File: src/rtl/uart_tx_param.sv
// Parametrised UART transmitter: baud divider, parity generator, frame shifter and
// ready/valid handshake. Frame = start, DATA_BITS (LSB first), optional parity, stop bit(s).
module uart_tx_param #(
   parameter int unsigned DATA_BITS = 8,
   parameter int unsigned CLK_DIV   = 434,
   parameter int unsigned PARITY_EN = 1,
   parameter int unsigned STOP_BITS = 1
) (
   input  logic                 Clk,
   input  logic                 Rst,
   input  logic                 ParitySelect,
   input  logic                 Send,
   input  logic [DATA_BITS-1:0] Din,
   output logic                 Ready,
   output logic                 Busy,
   output logic                 Done,
   output logic                 out
);

   localparam int unsigned CNT_W = (CLK_DIV > 1) ? $clog2(CLK_DIV) : 1;
   localparam int unsigned BIT_W = $clog2(DATA_BITS + 1);
   localparam logic [CNT_W-1:0] CNT_LAST  = CNT_W'(CLK_DIV - 1);
   localparam logic [BIT_W-1:0] DATA_LAST = BIT_W'(DATA_BITS - 1);
   localparam logic [BIT_W-1:0] STOP_LAST = BIT_W'(STOP_BITS - 1);

   if (DATA_BITS < 5 || DATA_BITS > 9 || CLK_DIV < 2 || PARITY_EN > 1 ||
       STOP_BITS < 1 || STOP_BITS > 2) begin : g_bad_param
      $error("uart_tx_param: illegal parameter value");
   end

   typedef enum logic [2:0] {
      S_IDLE   = 3'd0,
      S_START  = 3'd1,
      S_DATA   = 3'd2,
      S_PARITY = 3'd3,
      S_STOP   = 3'd4
   } state_t;

   state_t                 r_state, w_state;
   logic [CNT_W-1:0]       r_cnt, w_cnt;
   logic [BIT_W-1:0]       r_bit, w_bit;
   logic [DATA_BITS-1:0]   r_shift, w_shift;
   logic                   r_par, w_par;
   logic                   r_out, w_out;
   logic                   r_ready, w_ready;
   logic                   r_busy;
   logic                   r_done, w_done;
   logic                   w_adv;

   always_ff @(posedge Clk or negedge Rst) begin
      if (!Rst) begin
         r_state <= S_IDLE;
         r_cnt   <= '0;
         r_bit   <= '0;
         r_shift <= '0;
         r_par   <= 1'b0;
         r_out   <= 1'b1;
         r_ready <= 1'b1;
         r_busy  <= 1'b0;
         r_done  <= 1'b0;
      end else begin
         r_state <= w_state;
         r_cnt   <= w_cnt;
         r_bit   <= w_bit;
         r_shift <= w_shift;
         r_par   <= w_par;
         r_out   <= w_out;
         r_ready <= w_ready;
         r_busy  <= ~w_ready;
         r_done  <= w_done;
      end
   end

   assign w_adv = (r_cnt == CNT_LAST);

   // The line value for the next bit is loaded on the advancing edge, so the shifter
   // always holds the not-yet-sent bits with the next one at index 0.
   always_comb begin
      w_state = r_state;
      w_cnt   = r_cnt;
      w_bit   = r_bit;
      w_shift = r_shift;
      w_par   = r_par;
      w_out   = r_out;
      w_ready = r_ready;
      w_done  = 1'b0;
      if (r_state != S_IDLE) begin
         w_cnt = w_adv ? '0 : r_cnt + 1'b1;
      end
      case (r_state)
         S_IDLE: begin
            if (Send && r_ready) begin
               w_shift = Din;
               w_par   = (^Din) ^ ParitySelect;
               w_state = S_START;
               w_out   = 1'b0;
               w_ready = 1'b0;
               w_cnt   = '0;
               w_bit   = '0;
            end
         end
         S_START: begin
            if (w_adv) begin
               w_state = S_DATA;
               w_out   = r_shift[0];
               w_shift = r_shift >> 1;
               w_bit   = '0;
            end
         end
         S_DATA: begin
            if (w_adv) begin
               if (r_bit == DATA_LAST) begin
                  w_bit = '0;
                  if (PARITY_EN == 1) begin
                     w_state = S_PARITY;
                     w_out   = r_par;
                  end else begin
                     w_state = S_STOP;
                     w_out   = 1'b1;
                  end
               end else begin
                  w_out   = r_shift[0];
                  w_shift = r_shift >> 1;
                  w_bit   = r_bit + 1'b1;
               end
            end
         end
         S_PARITY: begin
            if (w_adv) begin
               w_state = S_STOP;
               w_out   = 1'b1;
               w_bit   = '0;
            end
         end
         S_STOP: begin
            if (w_adv) begin
               if (r_bit == STOP_LAST) begin
                  w_state = S_IDLE;
                  w_ready = 1'b1;
                  w_done  = 1'b1;
                  w_bit   = '0;
               end else begin
                  w_bit = r_bit + 1'b1;
               end
            end
         end
         default: w_state = S_IDLE;
      endcase
   end

   assign Ready = r_ready;
   assign Busy  = r_busy;
   assign Done  = r_done;
   assign out   = r_out;

endmodule

File: config.mk
export PLATFORM = sky130hd
export DESIGN_NAME = uart_tx_param
export DESIGN_NICKNAME = d
export VERILOG_FILES = /design/src/rtl/uart_tx_param.sv
export SDC_FILE = /design/constraint.sdc
export NUM_CORES = 1
export LEC_CHECK = 0
export CAP_MARGIN = 20
export CELL_PAD_IN_SITES_DETAIL_PLACEMENT = 1
export CELL_PAD_IN_SITES_GLOBAL_PLACEMENT = 2
export CORE_ASPECT_RATIO = 2
export CORE_MARGIN = 2
export CORE_UTILIZATION = 40
export DETAILED_ROUTE_END_ITERATION = 8
export PLACE_DENSITY = 0.8
export SYNTH_ARGS = -nofsm -noshare
export SYNTH_HDL_FRONTEND = slang
export SYNTH_SLANG_ARGS = --single-unit
File: constraint.sdc
create_clock -name Clk -period 4.7 [get_ports Clk]
set_clock_uncertainty 0.2 [all_clocks]
set_input_delay 0.94 -clock Clk [delete_from_list [all_inputs] [get_ports Clk]]
set_output_delay 0.94 -clock Clk [all_outputs]
set_load 0.02 [all_outputs]
==> results.md <==
* H-tree Lvls at 2
* 1st-pass router iterations at 4
* Core area at between 4000 and 5000 sq um
* Top post-synthesis cells by area: dfrtp_1, mux2_2, dfstp_2, xnor2_1, ha_1
* Post_cts resized at 0
* EDFF count, synth at 0
* Max FO, Critical Path at 7
* Wire per inst at 17.1 um
* Cells after Synth at 165
* Synth area leader: dfrtp_1
* Layout Nets at 199
* CP endpoint kind: output port
* YS warnings at 0
* Post-CTS setup buffer count at 0
* Tightest Hold Check Type: reg -> reg
* Net Sw Frac at around 22%
* Min Tclk post-route at 2.65 ns
* Total global routing overflow at 0
* CP max stage cell: clkdlybuf4s50_1
* Via density at 5.67
* DRC at 0
* Synth top area share at 39.3%
* Die W at between 50 and 60 um
* Starting density of the core at about two fifths
* Syn nets at approximately 180
* Int Power at ~400 uW
* # fillers at 464
* Cell Area, Synth at about 1700 sq um
* Largest net degree at the start of global routing at 30
* RSZ-0062 raised after global routing: no
* Final setup violating endpoints at 0
* Crit path kind: reg -> out
* Share of layout cells above drive strength 1 at 19.0%
* Total Negative Setup Slacks at 0 ns
* Via count at 1339
* Synth cell types at 50
* Post-Syn Area per Cell at 10.4 sq um
* Crit path launch type: flop
* Clk root buf: clkbuf_8
* DRT Wirelength at 4040 um
* Vias in the first global route at 1428
* Total CTS buffers at 5
* First-pass GRT wire length at 6980 um
* Clk Latency, worst-skew pair at 0.28 ns
* Max Cap Viol at 0
* Final worst-path cycle share at about 56%
* Clock buffer depth at 2
* Dpl hpwl at roughly 3100 um
* Sequential share of power at 48.3%
* Hold_ws at just over 0.3 ns
* Final Hold Fails at 0
* Port bufs at 15
* # IOs at 16
* Power share of the combinational group at around 6.6%
* Max rail drop VDD at ~220 uV
* Pwr Density at 257 nW/um^2
* Area Growth Syn to Fin at 17.1%
* Worst Path Required at about 3.6 ns
* Switching power at around 110 uW
* Area of the multi-input gates at about 930 sq um
* Slew @ Worst Pin at 0.647 ns
* Critical-path cell list: clkdlybuf4s50_1
* Clock power frac at 45.0%
* Worst Path Arrival at around 1.5 ns
* Critical Path Max Stage Delay at 0.63 ns
* Relative max-transition margin at 56.8%
* Synth Register Bits at 29
* Antenna-violating nets left at 0
* Gr usage total at 18.4%
* LEAKAGE at 0.865 nW
* Clock Sinks at 29
* Fmax at about 380 MHz
* Die area at 4870 sq um
* Slew Limit Fails at 0
* Crit path max-delay family: buffers and inverters
* Routability cong. at 0.742
* Hold-fix buffers, CTS at 0
* Row Count at 33
* # diodes at 0
* DRT iter0 DRCs at 15
* Register area at roughly 730 sq um
* DIE HEIGHT at 96.7 um
* Initial antenna violation count at 0
* Primary FF master, synth: dfrtp_1
* Reg clk slew, reported paths at 0.07 ns
* Worst path bufs/invs at 1
* TritonCTS clock tree: built
* Register area share after synthesis at 42.4%
* Outcome: finished, final reports clean
* Synth async-reset ratio at 100%
## worst reg2reg max path, cell delays in order, from the launching register on
cell	delay, ns
dfrtp_1	0.55
nor3_2	0.47
nand3_1	0.37
a211o_1	0.41
o211ai_1	0.16
## routing by layer
metal	track usage, %	wire (um)	vias up
li1	-	-	635
met1	20.7	1550	682
met2	34.1	2330	16
met3	3.55	106	6
met4	4.99	48	0
met5	0	0	-
## cell type report
cell class / instances / share of cell area, %
Tap cell: 52 / 3.23
Timing Repair Buffer: 16 / 7.84
Inverter: 8 / 1.49
Clock buffer: 7 / 4.79
Multi-Input combinational cell: 123 / 46.2
Clock inverter: 1 / 0.249
Sequential cell: 29 / 36.2
## synthesized netlist by cell type, drive strengths merged, types with 3 or more instances
cell type and count:
o21ai 11, inv 8, xnor2 6, a21oi 8
a22o 4, buf 4, dfrtp 27, ha 4
xor2 3, and2 3, nor3 5, nor2 6
o22ai 4, mux2 16, nand2 11, nand3 10
## cell families after synthesis
kind of cell	synth area share [%]
compound gates	16.8
xor+xnor	5.90
fa+ha+maj	2.91
buf+inv	3.50
flops	42.4
mux	11.1
simple gates	17.4
## power groups by stage
stage                     registers (mW)  clock network [mW]  logic, mW
after floorplan                    0.254                   0     0.0155
after global placement             0.254                   0     0.0342
after detailed placement           0.254                   0     0.0352
after CTS                          0.250               0.239     0.0353
after global routing               0.249               0.249     0.0374
final                              0.250               0.233     0.0342
## state kept, by name (all words and copies together) (netlist names), named ones only
| name | cells |
|---|---|
| Done | 1 |
| r_state | 3 |
| r_par | 1 |
| r_bit | 4 |
| r_cnt | 9 |
| r_shift | 8 |
| out | 1 |
| Busy | 1 |
## cell usage in the layout (no fill, tap or decap), types with 2 or more instances in the layout
cell	Yosys	layout
o21ai_0	10	10
and3b_1	2	2
nor2_1	5	5
o211ai_1	2	2
a22o_1	4	4
mux2_2	15	15
nand3_1	10	10
dfstp_2	2	2
nor3_1	4	4
nand4_1	2	2
o22ai_1	4	4
nand2b_1	2	2
nor3b_1	2	2
o2bb2ai_1	2	2
nand2_1	11	11
xnor2_1	6	6
ha_1	4	4
a21oi_1	8	8
clkbuf_8	0	7
xor2_1	3	3
inv_1	8	8
dfrtp_1	27	27
clkdlybuf4s50_1	0	15
nor2b_1	2	2
## stage by stage
stage | total power [mW] | cell area, sq um | instances | utilization [%] | setup slack [ns]
2_1_floorplan | 0.270 | 1720 | 165 | - | 2.60
3_3_place_gp | 0.288 | 1910 | 228 | 46.3 | 2.01
3_5_place_dp | 0.289 | 1910 | 228 | 46.3 | 1.96
4_1_cts | 0.524 | 2010 | 236 | 48.7 | 2.04
5_1_grt | 0.536 | 2010 | 236 | 48.7 | 2.02
6_report | 0.516 | 2010 | 236 | 48.7 | 2.05
## final timing paths
| kind | start | end | slack [ns] | depth (start not counted) |
|---|---|---|---|---|
| max reg2reg | r_state[2] | r_bit[3] | 2.46 | 4 |
| min in group asynchronous | Rst | r_bit[0] | 0.85 | 2 |
| min | r_par | r_par | 0.30 | 2 |
| max in group asynchronous | Rst | out | 3.13 | 2 |
| max | flop | Ready | 2.05 | 1 |
| min reg2reg | r_par | r_par | 0.30 | 2 |
Note: power is estimated with default switching activity, not from simulation.
